==> src/rtl/pwmdir_capture.sv <==
// rtl/pwmdir_capture.sv - PWM/DIR receiver: signed duty and period counts per PWM cycle
// Optional input glitch filter: define PWMDIR_GLITCH_FILTER_EN.
module pwmdir_capture #(
  parameter int unsigned TIMEOUT    = 200000,
  parameter int unsigned FILTER_LEN = 3
) (
  input  logic        clk,
  input  logic        rst_n,
  input  logic        jointEnable,
  input  logic        PWM,
  input  logic        DIR,
  output logic [31:0] dutyCount,
  output logic [31:0] periodCount,
  output logic        valid,
  output logic        stale
);

  localparam logic [31:0] TO = 32'(TIMEOUT);

  if (FILTER_LEN < 1) begin : g_len_check
    $error("FILTER_LEN must be at least 1");
  end

  typedef enum logic [1:0] {IDLE, HIGH, LOW} state_t;
  state_t state, state_nxt;

  logic        pwm_p1, dir_p1;
  logic        pwm_lvl, dir_lvl, pwm_prev;
  logic        rise, fall, any_edge, to_hit, publish;
  logic [31:0] period_cnt, high_cnt, idle_cnt;

  function automatic logic [31:0] sat_inc(input logic [31:0] v);
    return (v == 32'hFFFF_FFFF) ? v : v + 32'd1;
  endfunction

  function automatic logic [31:0] apply_sign(input logic [31:0] mag, input logic pos);
    return pos ? mag : (~mag + 32'd1);
  endfunction

  always_ff @(posedge clk or negedge rst_n) begin
    if (!rst_n) begin
      pwm_p1 <= 1'b0;
      dir_p1 <= 1'b0;
    end else begin
      pwm_p1 <= PWM;
      dir_p1 <= DIR;
    end
  end

`ifdef PWMDIR_GLITCH_FILTER_EN
  // Level only moves after FILTER_LEN identical p1 samples; both edges see the same delay.
  logic [FILTER_LEN-1:0] pwm_hist, dir_hist;
  logic                  pwm_flt, dir_flt;

  always_ff @(posedge clk or negedge rst_n) begin
    if (!rst_n) begin
      pwm_hist <= '0;
      dir_hist <= '0;
      pwm_flt  <= 1'b0;
      dir_flt  <= 1'b0;
    end else begin
      pwm_hist <= FILTER_LEN'({pwm_hist, pwm_p1});
      dir_hist <= FILTER_LEN'({dir_hist, dir_p1});
      if (&pwm_hist)       pwm_flt <= 1'b1;
      else if (~|pwm_hist) pwm_flt <= 1'b0;
      if (&dir_hist)       dir_flt <= 1'b1;
      else if (~|dir_hist) dir_flt <= 1'b0;
    end
  end

  assign pwm_lvl = pwm_flt;
  assign dir_lvl = dir_flt;
`else
  logic pwm_p2, dir_p2;

  always_ff @(posedge clk or negedge rst_n) begin
    if (!rst_n) begin
      pwm_p2 <= 1'b0;
      dir_p2 <= 1'b0;
    end else begin
      pwm_p2 <= pwm_p1;
      dir_p2 <= dir_p1;
    end
  end

  assign pwm_lvl = pwm_p2;
  assign dir_lvl = dir_p2;
`endif

  assign rise     = pwm_lvl & ~pwm_prev;
  assign fall     = ~pwm_lvl & pwm_prev;
  assign any_edge = rise | fall;
  // An edge on the timeout cycle restarts the idle count, so it takes priority.
  assign to_hit   = ~any_edge && (idle_cnt == TO - 32'd1);

  always_ff @(posedge clk or negedge rst_n) begin
    if (!rst_n) state <= IDLE;
    else        state <= state_nxt;
  end

  always_comb begin
    state_nxt = state;
    publish   = 1'b0;
    case (state)
      IDLE: if (rise) state_nxt = HIGH;
      HIGH: if (fall) state_nxt = LOW;
      LOW: begin
        if (rise) begin
          state_nxt = HIGH;
          publish   = 1'b1;
        end
      end
      default: state_nxt = IDLE;
    endcase
    if (to_hit)       state_nxt = IDLE;
    if (!jointEnable) begin
      state_nxt = IDLE;
      publish   = 1'b0;
    end
  end

  always_ff @(posedge clk or negedge rst_n) begin
    if (!rst_n) begin
      pwm_prev    <= 1'b0;
      period_cnt  <= '0;
      high_cnt    <= '0;
      idle_cnt    <= '0;
      dutyCount   <= '0;
      periodCount <= '0;
      valid       <= 1'b0;
      stale       <= 1'b1;
    end else begin
      pwm_prev <= pwm_lvl;
      valid    <= 1'b0;
      if (!jointEnable) begin
        period_cnt  <= '0;
        high_cnt    <= '0;
        idle_cnt    <= '0;
        dutyCount   <= '0;
        periodCount <= '0;
        stale       <= 1'b1;
      end else begin
        if (any_edge)           idle_cnt <= '0;
        else if (idle_cnt < TO) idle_cnt <= idle_cnt + 32'd1;

        if (to_hit) begin
          valid       <= 1'b1;
          stale       <= 1'b1;
          period_cnt  <= '0;
          high_cnt    <= '0;
          dutyCount   <= pwm_lvl ? apply_sign(TO, dir_lvl) : 32'd0;
          periodCount <= pwm_lvl ? TO : 32'd0;
        end else if (publish) begin
          valid       <= 1'b1;
          stale       <= 1'b0;
          dutyCount   <= apply_sign(high_cnt, dir_lvl);
          periodCount <= period_cnt;
          period_cnt  <= 32'd1;
          high_cnt    <= 32'd1;
        end else begin
          case (state)
            IDLE: begin
              if (rise) begin
                period_cnt <= 32'd1;
                high_cnt   <= 32'd1;
              end
            end
            HIGH: begin
              period_cnt <= sat_inc(period_cnt);
              if (!fall) high_cnt <= sat_inc(high_cnt);
            end
            LOW:     period_cnt <= sat_inc(period_cnt);
            default: ;
          endcase
        end
      end
    end
  end

endmodule

==> config.mk <==
export PLATFORM = sky130hd
export DESIGN_NAME = pwmdir_capture
export DESIGN_NICKNAME = d
export VERILOG_FILES = /design/src/rtl/pwmdir_capture.sv
export SDC_FILE = /design/constraint.sdc
export NUM_CORES = 1
export LEC_CHECK = 0
export ABC_AREA = 1
export CAP_MARGIN = 10
export CORE_ASPECT_RATIO = 1.4
export CORE_MARGIN = 2
export CORE_UTILIZATION = 48
export CTS_CLUSTER_SIZE = 24
export DETAILED_ROUTE_END_ITERATION = 7
export PLACE_DENSITY = 0.75
export SLEW_MARGIN = 20
export SYNTH_ARGS = -nofsm -noshare
export SYNTH_HDL_FRONTEND = slang
export SYNTH_SLANG_ARGS = --single-unit
==> constraint.sdc <==
create_clock -name clk -period 2.99 [get_ports clk]
set_input_delay 0.7475 -clock clk [delete_from_list [all_inputs] [get_ports clk]]
set_output_delay 0.7475 -clock clk [all_outputs]
set_load 0.01 [all_outputs]
* After elaboration in Yosys (flattened, before gate mapping)
Cells that the tools add are included.
** Word-level totals
- Output and inout bits :: 66
- Bits in registers :: 169
- Input port bits :: 5
- Logic and storage cells :: 86
** Operators by class
- Bitwise operators :: 7
- $lt $le $gt $ge :: 1
- $add $sub $neg :: 4
- Reduce and logical (&&, ||, !) cells :: 7
- Equality and inequality tests :: 15
- Muxes and demuxes :: 39
** Operators by type and width (count)
- $mux W32 :: 22
- $add A32 B1 Y32 const B :: 4
- $pmux W32 S2 :: 2
- $eq A32 B32 Y1 const B :: 2
- $eq A32 B18 Y1 const B :: 1
- $lt A32 B18 Y1 const B :: 1
- $not A32 Y32 :: 1
- $ne A5 B5 Y1 const B :: 4
- $mux W18 :: 1
- $mux W1 :: 9
- $mux W2 :: 4
- $ne A3 B1 Y1 const B :: 2
- $ne A5 B1 Y1 const B :: 1
- $ne A5 B2 Y1 const B :: 1
- $ne A4 B2 Y1 const B :: 1
- $ne A4 B4 Y1 const B :: 1
- $pmux W2 S2 :: 1
- $reduce_and A4 Y1 :: 1
- $reduce_or A2 Y1 :: 2
- $not A1 Y1 :: 3
- $reduce_and A3 Y1 :: 1
- $and A1 B1 Y1 :: 2
- $eq A2 B1 Y1 const B :: 1
- $eq A2 B2 Y1 const B :: 1
- other kinds (4) :: 4

* Depth between registers and ports, before layout
- Word-level depth :: 8
- Mapped depth :: 14
- Gate-level depth less buffers :: 12

* Worst setup path before layout
No wires, ideal clock.
- Kind :: register to register
- Start :: reg pwm_p2, in the netlist pwm_lvl
- End :: reg periodCount[0]
- Cell stages (with the launch flop) :: 12
- Required time :: 2.857 ns
- Arrival time :: 1.887 ns
- Path slack :: 0.970 ns
- Path through :: dfrtp_1 > inv_1 > ha_1 > buf_2 > nand2_1 > nor2_1 > nand3_2 > nor2_8 > nor2_4 > nand2_1 > clkbuf_1 > o21ai_0
** On the way
- Word-level cells in the longest chain between the ends :: 7
- Elaborated cells between the ends (all ways) :: 12
** RTL lines
- start: declaration :: line 74 : logic pwm_p2, dir_p2;
- start signal: assignment :: line 81 : pwm_p2 <= pwm_p1;
- branches (longest 7 deep; another with $ne A3 B1 Y1)
- end signal: assignment :: line 152 : periodCount <= pwm_lvl ? TO : 32'd0;
- end signal: assignment :: line 157 : periodCount <= period_cnt;
- end: declaration :: line 13 : output logic [31:0] periodCount,
Parallel ways; which one is timed is not known.
A chain may end at the register's enable or synchronous reset.

* Final worst setup path
- Start :: reg pwm_p2, in the netlist pwm_lvl
- End :: reg high_cnt[10]
** On the way
- Word-level cells in the longest chain between the ends :: 7
- Elaborated cells between the ends (all ways) :: 17
** RTL lines
- branches (longest 7 deep; another with $ne A5 B1 Y1)
- end signal: assignment :: line 170 : if (!fall) high_cnt <= sat_inc(high_cnt);
- end: declaration :: line 30 : logic [31:0] period_cnt, high_cnt, idle_cnt;
Parallel ways; which one is timed is not known.

==> qor.yml <==
run_status:
  outcome: "completed"
power:
  power.share.switching_pct: 33.8
  power.internal_uw: 4010
  power.leakage_uw: 0.00557
  power.switching_uw: 2050
  power.clock.fraction_pct: 38.0
  peakVddDrop_uv: 474
  sequentialPowerShare_pct: 39.4
  power_density_nw_per_um2: 511
  combPwrFrac_pct: 22.6
  pwr_total_uw: 6060
sta:
  clock_skew_ns: 0.00749
  setup_viol: 0
  fin_ws_ns: 0.382
  relSlewSlack_pct: 50.1
  final.period_utilization_pct: 87.2
  max_clock_freq_mhz: 383
  tns_ns: 0
  hold-worst-slack_ns: 0.318
  min_period_ns: 2.61
  worst_slew_pin_slew_ns: 0.747
  drv_slew: 0
  final_hold_vio_count: 0
  grt_setup_unrepaired: "false"
detailed_routing:
  detail_route.first_pass.iterations: 5
  ant_nets: 0
  drtIter0Drc: 860
  via_count: 10051
  routed_wire_length_per_instance_um: 16.1
  viasPerCell: 5.49
  detail_route.drc_violations: 0
  routed_wl_um: 29500
synthesis:
  ys_ff_latch: 169
  synth.lib_cells_used.distinct: 38
  post_synth_net_total: 1525
  yosysWarningCount: 0
  synth_area_um2: 10300
  postSynthAreaPerCell_um2: 6.84
  synthCells: 1510
  yosysSeqAreaShare_pct: 40.9
setup_path:
  crit_path_start: "pwm_lvl"
  worst-setup-path-type: "register to register"
  worst_r2r_path_depth: 10
  timing.critical_path.arrival_ns: 2.99
  cp_slowest_stage_delay_ns: 0.60
  cpMaxStageDelayCell: "sky130_fd_sc_hd__nor2_4"
  crit_chain: "inv_1, ha_1, nand3_1, nor2_1, nand2_2, nand3_2, nand2_2, nor2_4, nand2_1, nand2_1"
  cp_max_fo: 32
  rrSetupSlack_ns: 0.38
  timing.critical_path.to: "high_cnt[10]"
  worst_r2r_endpoint: "high_cnt[10]"
  critPathRequiredTime_ns: 3.37
  end_kind: "register"
  crit_path_start_kind: "register"
  rr_startpoint: "pwm_lvl"
placement:
  buffer_ports.inserted: 70
  post-dp-hpwl_um: 21400
  worst_slack_placed_ns: 0.143
  gp_congestion: 0.996
  post_dp_cell_area_um2: 11300
cells_and_area:
  layout-drive-gt1-share_pct: 5.85
  layout.cell_area.non_filler_um2: 11900
  final_net_count: 1574
  n_antenna_cell: 0
  sequential_cell_area_in_the_final_layout_um2: 4230
  multi_input_area_um2: 5320
  filler_cell_count: 2051
  area_delta_synth_final_pct: 14.7
clock_network:
  post_cts.repair.setup_buffers: 0
  cts-buffers-inserted: 17
  clkSlewWorstSetupHoldPaths_ns: 0.07
  cts.root.buffer_cell: "sky130_fd_sc_hd__clkbuf_16"
  cts_htree_levels: 4
  hold_buf_count_cts: 0
  clockBufferDepth: 2
  cts_resized: 0
  cts_tree: "built"
  clock_latency_ns: 0.44
  tritoncts_num_sinks: 169
global_routing:
  grt_start_max_net_pins: 66
  grt_antenna_before_repair: 0
  grt_first_pass_wirelength_um: 48900
  gr-usage-all-layers_pct: 27.2
  grt_overflow_total: 0
  grt_pass1_vias: 9731
floorplanning:
  die_w_um: 128
  placement_rows: 63
  start_util_pct: 48.9
  floorplan.io_pins: 71
  die_area_um2: 22700
  chip_height_um: 178
  placeableCoreArea_um2: 21100
hold_path:
  hold_path_class: "input port to asynchronous set/reset pin"
flow_run:
  maxCapViolCount: 0
-- logic make-up (layout without fill, tap and decap cells) --
logic type | count (synthesis) | in the layout | share of synthesized area, %
compound gates | 118 | 118 | 6.00
xor+xnor | 45 | 45 | 3.81
fa+ha+maj | 10 | 10 | 1.21
buf+inv | 186 | 248 | 7.55
flops | 169 | 169 | 40.9
simple gates | 982 | 982 | 40.5
-- critical path: cells and delay by family (launching register included) --
kind          cells  cell delay (ns)
fa+ha+maj         1             0.53
buf+inv           1             0.06
flops             1             0.37
simple gates      8             1.58
-- state kept, by name (all words and copies together), names as in the netlist, 2 cells and up --
signal,cells
idle_cnt,32
periodCount,32
high_cnt,32
dutyCount,32
state,2
period_cnt,32
-- cells in the final DEF, fill, tap and decap left out, types with 8 or more instances in the layout --
cell / synthesis / layout
sky130_fd_sc_hd__clkbuf_16: 0 / 17
sky130_fd_sc_hd__buf_4: 6 / 20
sky130_fd_sc_hd__o21ai_0: 59 / 59
sky130_fd_sc_hd__clkdlybuf4s50_1: 0 / 69
sky130_fd_sc_hd__o21ai_1: 33 / 33
sky130_fd_sc_hd__inv_1: 121 / 121
sky130_fd_sc_hd__nand2_1: 506 / 506
sky130_fd_sc_hd__ha_1: 10 / 10
sky130_fd_sc_hd__xor2_1: 41 / 41
sky130_fd_sc_hd__dfrtp_1: 168 / 168
sky130_fd_sc_hd__nand3_1: 119 / 119
sky130_fd_sc_hd__nand4_1: 59 / 59
sky130_fd_sc_hd__nand2_2: 9 / 9
sky130_fd_sc_hd__a21oi_1: 17 / 17
sky130_fd_sc_hd__nor2_1: 240 / 240
sky130_fd_sc_hd__nor2_2: 8 / 8
sky130_fd_sc_hd__nor3_1: 18 / 18
-- layout make-up --
cell class,instances,share of cell area [%]
Multi-Input combinational cell,1155,44.9
Timing Repair Buffer,93,7.69
Clock buffer,19,3.65
Sequential cell,169,35.7
Clock inverter,13,1.41
Tap cell,260,2.74
Inverter,123,3.89
-- layer usage --
metal  track usage [%]  up-vias  part of all wire, %
met2              48.6      327                   52
met3              3.47       79                  3.8
met4              12.7        0                  4.3
met5                 0        -                    0
li1                  -     4889                    -
met1              32.2     4756                   40
-- worst min path at each step --
stage | start | endpoint | slack (ns) | cells past startpoint
floorplan | dir_p1 | dir_lvl | 0.33 | 0
global placement | pwm_p1 | pwm_lvl | 0.34 | 0
detailed placement | pwm_p1 | pwm_lvl | 0.34 | 0
CTS | rst_n | high_cnt[24] | 0.34 | 1
global route | rst_n | high_cnt[1] | 0.37 | 1
finish | rst_n | high_cnt[24] | 0.32 | 1
-- cells in the mapped netlist (all sizes together) --
cell type / instances / area (um^2)
nor3: 18 / 90.1
nand3: 127 / 683
nand2: 517 / 1980
nand4: 59 / 369
xnor2: 4 / 35.0
a21oi: 20 / 119
nor3b: 2 / 15.0
dfrtp: 168 / 4200
inv: 123 / 462
nor4: 2 / 12.5
nor2: 252 / 1000
o211ai: 1 / 7.51
a31oi: 3 / 18.8
o31ai: 2 / 15.0
and2: 2 / 12.5
or2: 1 / 6.26
o21ai: 92 / 460
clkbuf: 25 / 98.9
buf: 38 / 220
xor2: 41 / 359
and3: 2 / 12.5
ha: 10 / 125
dfstp: 1 / 26.3
-- per-stage QoR --
stage / instances / util [%]
2_1_floorplan: 1510 / -
3_3_place_gp: 1800 / 53.3
3_5_place_dp: 1800 / 53.3
4_1_cts: 1832 / 56.1
5_1_grt: 1832 / 56.1
6_report: 1832 / 56.1
-- power by group through the flow --
stage / Sequential [uW] / Combinational, uW / Clock (uW)
after floorplan: 2420 / 973 / 0
after global placement: 2430 / 1350 / 0
after detailed placement: 2430 / 1360 / 0
after CTS: 2390 / 1360 / 2340
after global routing: 2390 / 1530 / 2420
final: 2390 / 1370 / 2300
No activity file was read; power rests on OpenSTA's default activity.
